[src/rtl/fetch_unit_if.sv]
// rtl/fetch_unit_if.sv - instruction-memory request/response bus between fetch unit and imem
interface fetch_unit_if;
   logic        imem_req;
   logic [31:0] imem_addr;
   logic        imem_ready;
   logic [31:0] imem_rdata;

   modport master (output imem_req, output imem_addr, input imem_ready, input imem_rdata);
   modport slave  (input imem_req, input imem_addr, output imem_ready, output imem_rdata);
endinterface

[src/rtl/fetch_unit.sv]
// rtl/fetch_unit.sv - instruction fetch with stall buffer, redirect kill and optional FETCH_ALIGN_CHECK_EN trap
module fetch_unit #(
   parameter logic [31:0] RESET_PC = 32'h0000_0000
) (
   input  logic              clk,
   input  logic              rst,
   input  logic              hold,
   input  logic              redirect,
   input  logic [31:0]       redirect_pc,
   fetch_unit_if.master      imem,
   output logic [31:0]       inst,
   output logic [31:0]       pc_increase_result,
   output logic              inst_valid,
   output logic              fetch_misalign
);

`ifdef FETCH_ALIGN_CHECK_EN
   typedef enum logic [1:0] {FETCH, BUF, KILL, ERR} state_t;
`else
   typedef enum logic [1:0] {FETCH, BUF, KILL} state_t;
`endif

   state_t      state, state_n;
   logic [31:0] pc, pc_n;
   logic [31:0] kill_addr, kill_n;
   logic [31:0] buf_inst, buf_inst_n;
   logic [31:0] buf_pc4, buf_pc4_n;
   logic [31:0] inst_n, pc4_n;
   logic        valid_n;
   logic        req;
   logic [31:0] addr;
   logic [31:0] pc_plus4;

   assign pc_plus4 = pc + 32'd4;

   // No request may reach the memory while reset holds the pipeline.
   assign imem.imem_req  = req & ~rst;
   assign imem.imem_addr = addr;

   always_ff @(posedge clk or posedge rst) begin
      if (rst) begin
         state              <= FETCH;
         pc                 <= RESET_PC;
         kill_addr          <= 32'd0;
         buf_inst           <= 32'd0;
         buf_pc4            <= 32'd0;
         inst               <= 32'd0;
         pc_increase_result <= 32'd0;
         inst_valid         <= 1'b0;
      end else begin
         state              <= state_n;
         pc                 <= pc_n;
         kill_addr          <= kill_n;
         buf_inst           <= buf_inst_n;
         buf_pc4            <= buf_pc4_n;
         inst               <= inst_n;
         pc_increase_result <= pc4_n;
         inst_valid         <= valid_n;
      end
   end

   always_comb begin
      state_n    = state;
      pc_n       = pc;
      kill_n     = kill_addr;
      buf_inst_n = buf_inst;
      buf_pc4_n  = buf_pc4;
      inst_n     = inst;
      pc4_n      = pc_increase_result;
      valid_n    = inst_valid;
      req        = 1'b0;
      addr       = {pc[31:2], 2'b00};
      case (state)
         FETCH: begin
`ifdef FETCH_ALIGN_CHECK_EN
            if (pc[1:0] != 2'b00) begin
               if (redirect) pc_n = redirect_pc;
               else          state_n = ERR;
               if (redirect || !hold) begin
                  inst_n  = 32'd0;
                  valid_n = 1'b0;
               end
            end else
`endif
            begin
               req = 1'b1;
               if (imem.imem_ready) begin
                  if (redirect) begin
                     pc_n    = redirect_pc;
                     inst_n  = 32'd0;
                     valid_n = 1'b0;
                  end else if (!hold) begin
                     inst_n  = imem.imem_rdata;
                     pc4_n   = pc_plus4;
                     valid_n = 1'b1;
                     pc_n    = pc_plus4;
                  end else begin
                     buf_inst_n = imem.imem_rdata;
                     buf_pc4_n  = pc_plus4;
                     pc_n       = pc_plus4;
                     state_n    = BUF;
                  end
               end else begin
                  if (redirect) begin
                     kill_n  = pc;
                     pc_n    = redirect_pc;
                     state_n = KILL;
                  end
                  if (redirect || !hold) begin
                     inst_n  = 32'd0;
                     valid_n = 1'b0;
                  end
               end
            end
         end
         BUF: begin
            if (redirect) begin
               pc_n    = redirect_pc;
               inst_n  = 32'd0;
               valid_n = 1'b0;
               state_n = FETCH;
            end else if (!hold) begin
               inst_n  = buf_inst;
               pc4_n   = buf_pc4;
               valid_n = 1'b1;
               state_n = FETCH;
            end
         end
         KILL: begin
            // The abandoned transfer must still finish before the new target is requested.
            req  = 1'b1;
            addr = {kill_addr[31:2], 2'b00};
            if (redirect) pc_n = redirect_pc;
            if (imem.imem_ready) state_n = FETCH;
            if (redirect || !hold) begin
               inst_n  = 32'd0;
               valid_n = 1'b0;
            end
         end
`ifdef FETCH_ALIGN_CHECK_EN
         ERR: begin
            inst_n  = 32'd0;
            valid_n = 1'b0;
            if (redirect) begin
               pc_n    = redirect_pc;
               state_n = FETCH;
            end
         end
`endif
         default: state_n = FETCH;
      endcase
   end

`ifdef FETCH_ALIGN_CHECK_EN
   assign fetch_misalign = (state == ERR);
`else
   assign fetch_misalign = 1'b0;
`endif

endmodule

[src/flat_wrapper.sv]
// flat-port wrapper written by rule: the top's interface ports become plain ports
module fetch_unit_flat 
#(
   parameter logic [31:0] RESET_PC = 32'h0000_0000
)
  (clk, rst, hold, redirect, redirect_pc, inst, pc_increase_result, inst_valid, fetch_misalign, imem_imem_req, imem_imem_addr, imem_imem_ready, imem_imem_rdata);
  fetch_unit_if imem_i ();
  input  logic clk;
  input  logic rst;
  input  logic hold;
  input  logic redirect;
  input  logic [31:0] redirect_pc;
  output logic [31:0] inst;
  output logic [31:0] pc_increase_result;
  output logic inst_valid;
  output logic fetch_misalign;
  output wire logic [$bits(imem_i.imem_req)-1:0] imem_imem_req;
  output wire logic [$bits(imem_i.imem_addr)-1:0] imem_imem_addr;
  input wire logic [$bits(imem_i.imem_ready)-1:0] imem_imem_ready;
  input wire logic [$bits(imem_i.imem_rdata)-1:0] imem_imem_rdata;
  assign imem_imem_req = imem_i.imem_req;
  assign imem_imem_addr = imem_i.imem_addr;
  assign imem_i.imem_ready = imem_imem_ready;
  assign imem_i.imem_rdata = imem_imem_rdata;
  fetch_unit #(.RESET_PC(RESET_PC)) u_core (.clk(clk), .rst(rst), .hold(hold), .redirect(redirect), .redirect_pc(redirect_pc), .imem(imem_i), .inst(inst), .pc_increase_result(pc_increase_result), .inst_valid(inst_valid), .fetch_misalign(fetch_misalign));
endmodule
[config.mk]
export PLATFORM = sky130hd
export DESIGN_NAME = fetch_unit_flat
export DESIGN_NICKNAME = d
export VERILOG_FILES = /design/src/rtl/fetch_unit_if.sv /design/src/rtl/fetch_unit.sv /design/src/flat_wrapper.sv
export SDC_FILE = /design/constraint.sdc
export NUM_CORES = 1
export LEC_CHECK = 0
export ABC_AREA = 1
export CAP_MARGIN = 40
export CORE_ASPECT_RATIO = 0.75
export CORE_MARGIN = 2
export CORE_UTILIZATION = 30
export CTS_CLUSTER_DIAMETER = 40
export DETAILED_ROUTE_END_ITERATION = 12
export HOLD_SLACK_MARGIN = 0.12
export PLACE_DENSITY = 0.58
export SYNTH_ARGS = -nofsm -noshare
export SYNTH_HDL_FRONTEND = slang
export SYNTH_SLANG_ARGS = --single-unit
[constraint.sdc]
create_clock -name clk -period 6.1 [get_ports clk]
set_clock_uncertainty 0.15 [all_clocks]
set_input_delay 0.915 -clock clk [delete_from_list [all_inputs] [get_ports clk]]
set_output_delay 0.915 -clock clk [all_outputs]
set_load 0.03 [all_outputs]
==> impl_metrics.tcl, run 1 <==
set metrics [dict create \
    outcome "finished clean" \
    synth-seq-area-share_pct 49.37 \
    path_cells "inv_1 > ha_2 > buf_12 > nand2_1 > o21ai_0 > clkdlybuf4s50_1" \
    synth.top_cell.area_share_pct 49.37 \
    final_antenna_net_count 0 \
    critical-path-top-delay-family "buffers and inverters" \
    cpPeakStageDelay_ps 730 \
    diodes 0 \
    htreeDepth 4 \
    post_drt_wl_per_cell_um 16.35 \
    grt_pass1_wl_um 48110 \
    numClockSinks 193 \
    p_per_area_nw_per_um2 540.4 \
    worst_slack_ps 2552 \
    routed_via_density 4.778 \
    maxCapViolCount 0 \
    dieArea_um2 34090 \
    worst_pin_slew_ps 991.2 \
    ir_drop_v 0.0002468 \
    synth.largest_area_cell "dfrtp_1" \
    tns_ps 0 \
    crit_path_end_kind "output port" \
    synth_flop_cell "dfrtp_1" \
    final_common_cell "nand2_1" \
    grt_usage_pct 18.29 \
    dr_total_vias 8939 \
    grt_max_degree 164 \
    min_period_over_period_pct 58.17 \
    nNetsFinal 1490 \
    slew_headroom_pct 33.92 \
    netlist_instances 1287 \
    final_max_slew_viol_count 0 \
    cts_buffers 17 \
    final_area_um2 12400 \
    die_w_um 212.5 \
    rr_worst_depth 10 \
    cts_tree "built" \
    finalWirelength_um 30580 \
    crit_path_max_fanout 53 \
    rsz0062_at_grt "no" \
    rows 57 \
    drt_iter0_drc 942 \
    crit_buf_inv 3 \
    portBuffers 164 \
    yosysUniqueCellTypes 33 \
    path_class "register to output port" \
    worstPathArrival_ps 2480 \
    yosys_warnings 0 \
    place_ws_ps 2403 \
    coreArea_um2 32240 \
    start_util_pct 30.35 \
    gp_congestion 0.9050 \
    ctsLongestPathBuffers 2 \
    cp.required_ps 5030 \
    synth_area_um2 9783 \
    grt_overflow 0 \
    cp.depth 6 \
    synth_area_leaders "dfrtp_1, nand2_1, o21ai_0" \
    clock-root-buffer "clkbuf_16" \
    total_leakage_power_nw 5.632 \
    pin_count 168 \
    synth-seq-cells 193 \
    grt_pass1_vias 8294 \
    fin_crit_ps 3548 \
    async_reset_ff_share_pct 100.0 \
    timing.fmax_mhz 281.8 \
    clk_latency_ps 440 \
    cpMaxStageDelayCell "clkdlybuf4s50_1" \
    place_area_um2 11850 \
    finalHoldViolCount 0 \
    power_mw 6.701 \
    hold_path_class "register to register" \
    avgSynthCellArea_um2 7.602 \
    cts_resized 0 \
    cts_hold_buf 0 \
    path_clk_slew_ps 70 \
    syn_to_final_growth_pct 26.75 \
    setup_viol 0 \
    cts_setup_buffers 0 \
    dp_hpwl_um 21420 \
    drive_gt1_share_pct 5.458 \
    drc_errors 0 \
    final_cell_mix "nand2_1, dfrtp_1, o21ai_0" \
    min_path_cells 2 \
    antenna_found_initial 0 \
    critPathLaunchType "register" \
    chipHeight_um 160.4 \
    finish.utilization_pct 38.47 \
    synth_edf_count 0 \
    dr.pass1.iters 6 \
]
## synth_stat cells, types with 5 or more instances
cell type  instances
clkbuf_1          37
o21ai_0          190
nor2_4             7
nand3_1           22
o221ai_1           6
buf_2             17
inv_1            169
buf_4              7
a21oi_1           48
inv_2              7
o22ai_1           35
nor2_1            77
nand2_2           10
a31oi_1           13
o21ai_1           23
ha_1               5
dfrtp_1          193
nand2_1          375
xor2_1            11
buf_1              6
## tightest hold or removal path, stage by stage, from the launching register on
cell and delay, ps:
dfrtp_1 340, nand2_1 50, o21ai_0 60
## per-stage QoR
step | instances | hold WS (ps)
after detailed placement | 1839 | 310.5
after CTS | 1871 | 329.9
after global routing | 1871 | 353.0
after global placement | 1836 | 309.5
after floorplan | 1289 | 293.7
final | 1871 | 332.5
## state kept, by name (all words and copies together), names as in the netlist
register                   cells
u_core.pc_increase_result     32
u_core.inst                   32
u_core.kill_addr              30
u_core.buf_pc4                32
u_core.pc                     32
u_core.inst_valid              1
u_core.buf_inst               32
u_core.state                   2
## report_power, final
group	internal (mW)	switching (mW)
clock	0.541	0.538
combinational	1.18	2.17
sequential	1.86	0.423
## logic make-up after synthesis
kind of cell / share of synthesized area (%)
compound gates: 18.42
buf+inv: 9.886
xor+xnor: 1.151
fa+ha+maj: 0.6395
simple gates: 20.50
other cells: 0.03833
flops: 49.37
## layer usage
layer | up-vias | share of wire, % | global-route usage (%)
met3 | 18 | 7.3 | 4.087
met5 | - | 0 | 0
met4 | 0 | 1.1 | 4.069
met2 | 312 | 42 | 25.40
li1 | 4362 | - | -
met1 | 4247 | 50 | 28.56
## worst paths after layout
path	start	to	slack [ps]
setup / recovery	u_core.state[0]	imem_imem_addr[31]	2550
hold / removal	u_core.buf_pc4[2]	u_core.buf_pc4[2]	330
setup reg to reg	u_core.state[0]	u_core.pc[9]	3180
hold reg to reg	u_core.buf_pc4[2]	u_core.buf_pc4[2]	330
max in group asynchronous	rst	u_core.kill_addr[12]	3620
min in group asynchronous	rst	u_core.pc_increase_result[28]	820
## layout make-up
class / count / area, µm²
clock buffers: 19 / 442.9
clock inverters: 13 / 105.1
fillers: 3377 / 19840
inverters: 176 / 664.4
multi-input cells: 852 / 4009
flip-flops and latches: 193 / 4830
well taps: 442 / 553.0
repair buffers: 176 / 1797
Note: power is estimated with default switching activity, not from simulation.
==> run 2, diff against run 1 <==
--- a/config.mk
+++ b/config.mk
@@ -13,7 +13,7 @@
 export CTS_CLUSTER_DIAMETER = 40
 export DETAILED_ROUTE_END_ITERATION = 12
 export HOLD_SLACK_MARGIN = 0.12
-export PLACE_DENSITY = 0.58
+export PLACE_DENSITY = 0.56
 export SYNTH_ARGS = -nofsm -noshare
 export SYNTH_HDL_FRONTEND = slang
 export SYNTH_SLANG_ARGS = --single-unit
==> constraint.sdc (replaced) <==
create_clock -name clk -period 3.4 [get_ports clk]
set_clock_uncertainty 0.15 [all_clocks]
set_input_delay 0.51 -clock clk [delete_from_list [all_inputs] [get_ports clk]]
set_output_delay 0.51 -clock clk [all_outputs]
set_load 0.03 [all_outputs]
==> impl_metrics.tcl, run 2 (synthesis results as in run 1) <==
set metrics [dict create \
    syn_to_final_growth_pct 28.17 \
    cts_tree "built" \
    crit_path_end_kind "output port" \
    timing.fmax_mhz 315.9 \
    worstPathArrival_ps 2510 \
    clk_latency_ps 450 \
    place_ws_ps 671.9 \
    drt_iter0_drc 877 \
    start_util_pct 30.35 \
    crit_buf_inv 3 \
    cts_buffers 17 \
    grt_pass1_vias 8400 \
    coreArea_um2 32240 \
    final_area_um2 12540 \
    worst_pin_slew_ps 562.7 \
    portBuffers 164 \
    dr_total_vias 8974 \
    dp_hpwl_um 22560 \
    htreeDepth 4 \
    final_cell_mix "nand2_1, dfrtp_1, o21ai_0" \
    nNetsFinal 1503 \
    dr.pass1.iters 5 \
    numClockSinks 193 \
    drc_errors 0 \
    post_drt_wl_per_cell_um 16.60 \
    final_common_cell "nand2_1" \
    grt_pass1_wl_um 48990 \
    slew_headroom_pct 62.48 \
    final_max_slew_viol_count 0 \
    clock-root-buffer "clkbuf_16" \
    die_w_um 212.5 \
    min_period_over_period_pct 93.10 \
    crit_path_max_fanout 63 \
    dieArea_um2 34090 \
    finish.utilization_pct 38.90 \
    total_leakage_power_nw 5.722 \
    worst_slack_ps 234.6 \
    cts_resized 0 \
    place_area_um2 11970 \
    fillers 3374 \
    path_cells "inv_1 > ha_2 > buf_12 > o21ai_0 > clkdlybuf4s50_1" \
    multiInputGateArea_um2 4009 \
    cp.required_ps 2740 \
    ir_drop_v 0.0003801 \
    cts_hold_buf 0 \
    final_antenna_net_count 0 \
    wl_met2_um 12800 \
    pin_count 168 \
    cts_setup_buffers 0 \
    diodes 0 \
    cpMaxStageDelayCell "clkdlybuf4s50_1" \
    routed_via_density 4.763 \
    critPathLaunchType "register" \
    tns_ps 0 \
    fin_cells 1884 \
    final-seq-area_um2 4830 \
    dp.cells 1852 \
    path_clk_slew_ps 80 \
    wl_met3_um 2403 \
    critical-path-top-delay-family "buffers and inverters" \
    p_per_area_nw_per_um2 971.8 \
    dr.max_layer_used "met4" \
    cpPeakStageDelay_ps 750 \
    setup_viol 0 \
    finalWirelength_um 31270 \
    path_class "register to output port" \
    antenna_found_initial 0 \
    ctsLongestPathBuffers 2 \
    drive_gt1_share_pct 6.380 \
    fin_crit_ps 3165 \
    rsz0062_at_grt "no" \
    grt_usage_pct 18.73 \
    hold_path_class "primary input to async pin" \
    grt_max_degree 67 \
    outcome "finished clean" \
    rows 57 \
    finalHoldViolCount 0 \
    chipHeight_um 160.4 \
    gp_congestion 0.9639 \
    maxCapViolCount 0 \
    wl_met1_um 15620 \
    grt_overflow 0 \
]
-- run 2: final timing paths --
path                                        start            endpoint  slack (ps)  cells after the start
worst max register to register    u_core.state[0]      u_core.inst[0]         800                     10
worst min register to register  u_core.buf_pc4[4]   u_core.buf_pc4[4]         330                      2
max in group asynchronous                     rst  u_core.buf_pc4[16]        2160                      3
worst max-delay path              u_core.state[0]  imem_imem_addr[15]         230                      5
min in group clk                u_core.buf_pc4[4]   u_core.buf_pc4[4]         330                      2
worst min-delay path                          rst  u_core.buf_inst[4]         250                      2
-- run 2: per-layer routing --
layer / GRT usage, % / vias to the layer above
li1: - / 4386
met1: 29.00 / 4293
met2: 25.53 / 266
met3: 4.947 / 29
met4: 4.545 / 0
met5: 0 / -
-- run 2: layout make-up --
type                            count  area share [%]
Sequential cell                   193           38.52
Multi-Input combinational cell    852           31.97
Timing Repair Buffer              189           15.25
Inverter                          176           5.298
Tap cell                          442           4.410
Clock buffer                       17           3.393
Clock inverter                     15           1.167
-- run 2: where the power goes --
part | internal (mW) | switching [mW] | total, mW
registers | 3.33 | 0.763 | 4.10
clock network | 0.978 | 1.02 | 1.99
logic | 2.15 | 3.95 | 6.10
total | 6.46 | 5.73 | 12.2
-- run 2: per-stage QoR --
stage / power [mW] / hold slack [ps]
floorplan: 7.734 / 293.7
global placement: 10.12 / 307.5
detailed placement: 10.22 / 311.0
CTS: 12.27 / 243.1
global route: 13.13 / 257.2
finish: 12.19 / 251.2
